===== src/rtl/axs_rd_pkg.sv =====
// Shared encodings for the s0 read-out slave: FSM states, decoded byte addresses, AXI response codes.
package axs_rd_pkg;

  typedef enum logic [3:0] {
    ST_INIT   = 4'b0001,
    ST_IDLE   = 4'b0010,
    ST_FETCH  = 4'b0100,
    ST_RVALID = 4'b1000
  } rd_state_t;

  localparam logic [7:0] ADDR_VARINT_DATA = 8'h00;
  localparam logic [7:0] ADDR_VARINT_STAT = 8'h04;
  localparam logic [7:0] ADDR_RAW_DATA    = 8'hF0;
  localparam logic [7:0] ADDR_RAW_STAT    = 8'hF4;

  localparam logic [1:0] RESP_OKAY   = 2'b00;
  localparam logic [1:0] RESP_SLVERR = 2'b10;
  localparam logic [1:0] RESP_DECERR = 2'b11;

endpackage


===== src/rtl/rd_timeout_ctr.sv =====
// Consecutive-cycle counter: expired fires on the TIMEOUT_CYC-th enabled cycle since the last clear.
// Latency: combinational expired from registered count; no backpressure.
module rd_timeout_ctr #(
  parameter int TIMEOUT_CYC = 1024
) (
  input  logic clk,
  input  logic reset,
  input  logic i_clear,
  input  logic i_cnt_en,
  output logic o_expired
);

  localparam int CW = $clog2(TIMEOUT_CYC + 1);

  logic [CW-1:0] r_cnt;

  assign o_expired = i_cnt_en && (r_cnt == CW'(TIMEOUT_CYC - 1));

  always_ff @(posedge clk or posedge reset) begin
    if (reset) begin
      r_cnt <= '0;
    end else if (i_clear) begin
      r_cnt <= '0;
    end else if (i_cnt_en && !o_expired) begin
      r_cnt <= r_cnt + CW'(1);
    end
  end

endmodule


===== src/rtl/axs_read_out_fsm.sv =====
// AXI4 read slave draining the varint_out / raw_data_out FIFOs; AR->first R = 2 cycles, 1 bubble per beat.
// R held until rready, one burst in flight; AXS_RD_TIMEOUT_EN adds an empty-wait SLVERR timeout.
module axs_read_out_fsm
  import axs_rd_pkg::*;
#(
  parameter int FIFO_AW     = 10,
  parameter int TIMEOUT_CYC = 1024
) (
  input  logic               clk,
  input  logic               reset,
  input  logic [3:0]         axs_s0_arid,
  input  logic [31:0]        axs_s0_araddr,
  input  logic [7:0]         axs_s0_arlen,
  input  logic [2:0]         axs_s0_arsize,
  input  logic [1:0]         axs_s0_arburst,
  input  logic               axs_s0_arvalid,
  output logic               axs_s0_arready,
  output logic [3:0]         axs_s0_rid,
  output logic [31:0]        axs_s0_rdata,
  output logic [1:0]         axs_s0_rresp,
  output logic               axs_s0_rlast,
  output logic               axs_s0_rvalid,
  input  logic               axs_s0_rready,
  input  logic               varint_out_fifo_empty,
  input  logic [31:0]        varint_out_fifo_q,
  input  logic [FIFO_AW:0]   varint_out_fifo_usedw,
  output logic               varint_out_fifo_pop,
  input  logic               raw_data_out_fifo_empty,
  input  logic [31:0]        raw_data_out_fifo_q,
  input  logic [FIFO_AW:0]   raw_data_out_fifo_usedw,
  output logic               raw_data_out_fifo_pop
);

  rd_state_t   r_state, w_state_nxt;
  logic [3:0]  r_rid;
  logic [7:0]  r_addr;
  logic [7:0]  r_beats_left;
  logic [31:0] r_rdata;
  logic [1:0]  r_rresp;

  logic        w_is_vdata, w_is_rdata, w_is_vstat, w_is_rstat, w_is_data;
  logic        w_fifo_empty, w_timeout, w_ld, w_dec, w_unused_ok;
  logic [31:0] w_fifo_q, w_rdata_nxt;
  logic [1:0]  w_rresp_nxt;

  assign w_unused_ok = ^{axs_s0_araddr[31:8], axs_s0_arsize, axs_s0_arburst};

  assign w_is_vdata   = (r_addr == ADDR_VARINT_DATA);
  assign w_is_rdata   = (r_addr == ADDR_RAW_DATA);
  assign w_is_vstat   = (r_addr == ADDR_VARINT_STAT);
  assign w_is_rstat   = (r_addr == ADDR_RAW_STAT);
  assign w_is_data    = w_is_vdata || w_is_rdata;
  assign w_fifo_empty = w_is_vdata ? varint_out_fifo_empty : raw_data_out_fifo_empty;
  assign w_fifo_q     = w_is_vdata ? varint_out_fifo_q : raw_data_out_fifo_q;

`ifdef AXS_RD_TIMEOUT_EN
  rd_timeout_ctr #(.TIMEOUT_CYC(TIMEOUT_CYC)) u_rd_timeout_ctr (
    .clk       (clk),
    .reset     (reset),
    .i_clear   (r_state != ST_FETCH),
    .i_cnt_en  ((r_state == ST_FETCH) && w_is_data && w_fifo_empty),
    .o_expired (w_timeout)
  );
`else
  logic w_unused_to;
  assign w_timeout   = 1'b0;
  assign w_unused_to = ^32'(TIMEOUT_CYC);
`endif

  always_comb begin
    w_state_nxt           = r_state;
    w_ld                  = 1'b0;
    w_dec                 = 1'b0;
    w_rdata_nxt           = '0;
    w_rresp_nxt           = RESP_OKAY;
    varint_out_fifo_pop   = 1'b0;
    raw_data_out_fifo_pop = 1'b0;
    unique case (r_state)
      ST_INIT: w_state_nxt = ST_IDLE;
      ST_IDLE: if (axs_s0_arvalid) w_state_nxt = ST_FETCH;
      ST_FETCH: begin
        if (w_is_vstat) begin
          w_ld        = 1'b1;
          w_rdata_nxt = {varint_out_fifo_empty, {(30-FIFO_AW){1'b0}}, varint_out_fifo_usedw};
          w_state_nxt = ST_RVALID;
        end else if (w_is_rstat) begin
          w_ld        = 1'b1;
          w_rdata_nxt = {raw_data_out_fifo_empty, {(30-FIFO_AW){1'b0}}, raw_data_out_fifo_usedw};
          w_state_nxt = ST_RVALID;
        end else if (!w_is_data) begin
          w_ld        = 1'b1;
          w_rresp_nxt = RESP_DECERR;
          w_state_nxt = ST_RVALID;
        end else if (!w_fifo_empty) begin
          // Show-ahead FIFO: head word is captured on the same edge that pops it.
          w_ld                  = 1'b1;
          w_rdata_nxt           = w_fifo_q;
          varint_out_fifo_pop   = w_is_vdata;
          raw_data_out_fifo_pop = w_is_rdata;
          w_state_nxt           = ST_RVALID;
        end else if (w_timeout) begin
          w_ld        = 1'b1;
          w_rresp_nxt = RESP_SLVERR;
          w_state_nxt = ST_RVALID;
        end
      end
      ST_RVALID: begin
        if (axs_s0_rready) begin
          w_dec       = (r_beats_left != 8'd0);
          w_state_nxt = (r_beats_left == 8'd0) ? ST_IDLE : ST_FETCH;
        end
      end
      default: w_state_nxt = ST_INIT;
    endcase
  end

  always_ff @(posedge clk or posedge reset) begin
    if (reset) begin
      r_state      <= ST_INIT;
      r_rid        <= '0;
      r_addr       <= '0;
      r_beats_left <= '0;
      r_rdata      <= '0;
      r_rresp      <= RESP_OKAY;
    end else begin
      r_state <= w_state_nxt;
      if ((r_state == ST_IDLE) && axs_s0_arvalid) begin
        r_rid        <= axs_s0_arid;
        r_addr       <= axs_s0_araddr[7:0];
        r_beats_left <= axs_s0_arlen;
      end else if (w_dec) begin
        r_beats_left <= r_beats_left - 8'd1;
      end
      if (w_ld) begin
        r_rdata <= w_rdata_nxt;
        r_rresp <= w_rresp_nxt;
      end
    end
  end

  assign axs_s0_arready = (r_state == ST_IDLE);
  assign axs_s0_rvalid  = (r_state == ST_RVALID);
  assign axs_s0_rlast   = (r_state == ST_RVALID) && (r_beats_left == 8'd0);
  assign axs_s0_rid     = r_rid;
  assign axs_s0_rdata   = r_rdata;
  assign axs_s0_rresp   = r_rresp;

endmodule


===== config.mk =====
export PLATFORM = sky130hd
export DESIGN_NAME = axs_read_out_fsm
export DESIGN_NICKNAME = d
export VERILOG_FILES = /design/src/rtl/axs_rd_pkg.sv /design/src/rtl/rd_timeout_ctr.sv /design/src/rtl/axs_read_out_fsm.sv
export SDC_FILE = /design/constraint.sdc
export NUM_CORES = 1
export LEC_CHECK = 0
export CAP_MARGIN = 15
export CORE_MARGIN = 1
export CORE_UTILIZATION = 34
export DETAILED_ROUTE_END_ITERATION = 7
export HOLD_SLACK_MARGIN = 0.08
export PLACE_DENSITY = 0.76
export REMOVE_ABC_BUFFERS = 1
export SLEW_MARGIN = 20
export SYNTH_ARGS = -nofsm -noshare
export SYNTH_HDL_FRONTEND = slang
export SYNTH_HIERARCHICAL = 1
export SYNTH_SLANG_ARGS = --single-unit

===== constraint.sdc =====
create_clock -name clk -period 1.9 [get_ports clk]
set_clock_uncertainty 0.05 [all_clocks]
set_input_delay 0.38 -clock clk [delete_from_list [all_inputs] [get_ports clk]]
set_output_delay 0.38 -clock clk [all_outputs]
set_load 0.02 [all_outputs]

==> metrics.yaml <==
grt_pass1_vias: 3199
hpwl_mm: 7.12
die_area_um2: 9260
p_sw_share_pct: 36.6
criticalPathCategory: "reg -> out"
synth_area_um2: 3020
grt_first_pass_wirelength_mm: 15.3
drive_above_1_share_pct: 29.0
avgSynthCellArea_um2: 10.6
power_frac_comb_pct: 58.6
synth_commonest_cells: "dfrtp_1 (56), nand2_1 (49), mux2i_1 (32)"
hold_path_class: "in -> async"
grt_usage_pct: 22.1
critPathSlowestCell: "or4_4"
firstDrtPassIters: 4
fillers: 666
post-route-util_pct: 67.9
setup_slack_ns: -0.172
arrival_ns: 1.64
yosysTopAreaCell: "dfrtp_1"
cts_buffer_depth: 2
cts_htree_levels: 3
worstMarginPinSlew_ns: 0.576
ant_nets: 0
drc: 0
start_kind: "flop"
synth-seq-cells: 57
hold_viol: 0
via_per_inst: 5.23
clkSlewWorstSetupHoldPaths_ns: 0.07
wl_per_cell_um: 17.0
yosys_warnings: 6
cp_cell_sequence: "or4_4 > nor4_4 > buf_4"
port_buffers: 154
p_switching_uw: 3090
vias: 3255
rows: 34
fin_nets: 652
first_iter_violations: 138
end_kind: "output port"
status: "finished, violations left"
cp.required_ns: 1.47
root_buffer: "clkbuf_8"
diodes: 0
p_leak_uw: 0.00265
initial_core_util_pct: 34.8
slew_violations: 0
min_period_ns: 2.07
slew_headroom_pct: 61.5
cts_buffers: 9
async_reset_ff_share_pct: 100
ys.flop_type: "dfrtp_1"
pre_cts_slack_ns: -0.409
cts_tree: "built"
violations: "negative setup slack"
power_density_nw_per_um2: 1430
clk_latency_ns: 0.33
fin_crit_sh_pct: 109
boundaryPins: 184
rsz0062_at_grt: "true"
clockPowerShare_pct: 16.4
crit_fanout: 2
routed_wl_mm: 10.6
die_h_um: 96.3
fmax_mhz: 483
gp_congestion: 0.829
clock_sinks: 57
area_growth_pct: 95.2
ys_types: 45
synth_edf_count: 0
finalSetupViolations: 18
antenna_found_initial: 0
grt_overflow: 0
synth_cells: 285
cpPeakStageDelay_ns: 0.56
internal_power_uw: 5360
irDropWorstVdd_v: 0.000661
yosysMostFrequentCell: "dfrtp_1"
coreArea_um2: 8680
synth_area_leaders: "dfrtp_1 (46%), mux2i_1 (11%), nand2_1 (6.1%)"
max_cap_violations: 0
die_x_um: 96.3
synth.top_cell.area_share_pct: 46.4
grt_start_max_net_pins: 27
yosysSeqAreaShare_pct: 47.3
p_seq_share_pct: 25.0
==> cell type report <==
class                      instances  area, µm²  share of cell area (%)
clock buffer                      10        138                    2.33
tap                              108        135                    2.29
sequential                        57       1430                    24.2
timing repair buffer             232       2320                    39.4
inverter                           5       26.3                   0.446
multi-input combinational        204       1740                    29.5
clock inverter                     6        105                    1.78
==> cells by family after synthesis <==
family | count (synthesis) | synth area share [%]
xor+xnor | 2 | 0.580
compound gates | 66 | 17.7
buf+inv | 24 | 3.69
fa+ha+maj | 2 | 0.828
flops | 57 | 47.3
mux | 44 | 15.1
simple gates | 90 | 14.8
==> sequential cells by signal, summed over array words and instances (netlist names) <==
register      cells
axs_s0_rdata     32
r_beats_left      8
r_addr            8
axs_s0_rid        4
r_state           4
axs_s0_rresp      1
==> repair_timing <==
action | CTS | global route
hold buffers | 0 | 0
cloned | 4 | 0
pin swaps | 11 | 17
resized for setup | 73 | 39
setup buffers | 15 | 5
setup endpoints to repair | 56 | 57
endpoints found under the hold margin | 0 | 0
==> through the flow <==
step / area [µm²] / hold slack (ns) / power [µW] / setup TNS, ns / std cells
2_1_floorplan: 2930 / 0.420 / 3980 / -37.12 / 266
3_3_place_gp: 5130 / 0.407 / 5960 / -3.00 / 586
3_5_place_dp: 5130 / 0.413 / 6080 / -3.54 / 586
4_1_cts: 5750 / 0.282 / 8220 / -0.759 / 620
5_1_grt: 5890 / 0.304 / 8930 / -3.95 / 622
6_report: 5890 / 0.277 / 8440 / -1.22 / 622
==> power groups by stage <==
stage	Combinational (µW)	Sequential, µW	Clock [µW]
3_5_place_dp	3990	2090	0
4_1_cts	4710	2090	1410
6_report	4950	2110	1380
3_3_place_gp	3910	2050	0
5_1_grt	5270	2180	1470
2_1_floorplan	1380	2590	0
==> critical path, delay by kind of cell (launching register included) <==
kind / cells / cell delay (ns)
AND/OR/NAND/NOR: 2 / 0.74
flip-flops: 1 / 0.39
buffers and inverters: 1 / 0.19
==> placed cells by master, fill, tap and decap left out, types with 3 or more instances in the layout <==
master / Yosys / layout
nor3_2: 0 / 3
nand2_1: 49 / 45
clkdlybuf4s50_1: 0 / 149
or3_1: 3 / 3
mux2_4: 0 / 9
buf_6: 1 / 22
buf_4: 3 / 52
o211ai_1: 4 / 4
o32ai_2: 0 / 6
mux2i_1: 32 / 29
nand3_1: 9 / 9
nand2_4: 0 / 3
or4_1: 5 / 3
clkinv_2: 0 / 3
nor2_1: 5 / 3
buf_12: 0 / 7
a22oi_1: 11 / 11
o32ai_1: 13 / 7
dfrtp_1: 56 / 56
o2bb2ai_1: 20 / 19
bufinv_16: 0 / 3
o21ai_0: 4 / 4
clkbuf_8: 0 / 10
==> worst paths after layout <==
| kind | from | to | slack (ns) | depth (start not counted) |
|---|---|---|---|---|
| worst max-delay path | r_beats_left[5] | axs_s0_rlast | -0.17 | 3 |
| worst min-delay path | reset | axs_s0_rid[3] | 0.28 | 2 |
| worst max register to register | r_addr[6] | axs_s0_rdata[2] | -0.14 | 8 |
| worst min register to register | axs_s0_rid[3] | axs_s0_rid[3] | 0.43 | 2 |
| max in group asynchronous | reset | r_state[0] | 1.02 | 3 |
| min in group clk | axs_s0_rid[3] | axs_s0_rid[3] | 0.43 | 2 |
==> routing by layer <==
metal	track usage, %	vias up	routed length, µm
li1	-	1536	-
met1	25.7	1568	4280
met2	38.9	136	5280
met3	5.69	15	860
met4	7.84	0	138
met5	0	-	0
Power figures use the tool's default switching activity.
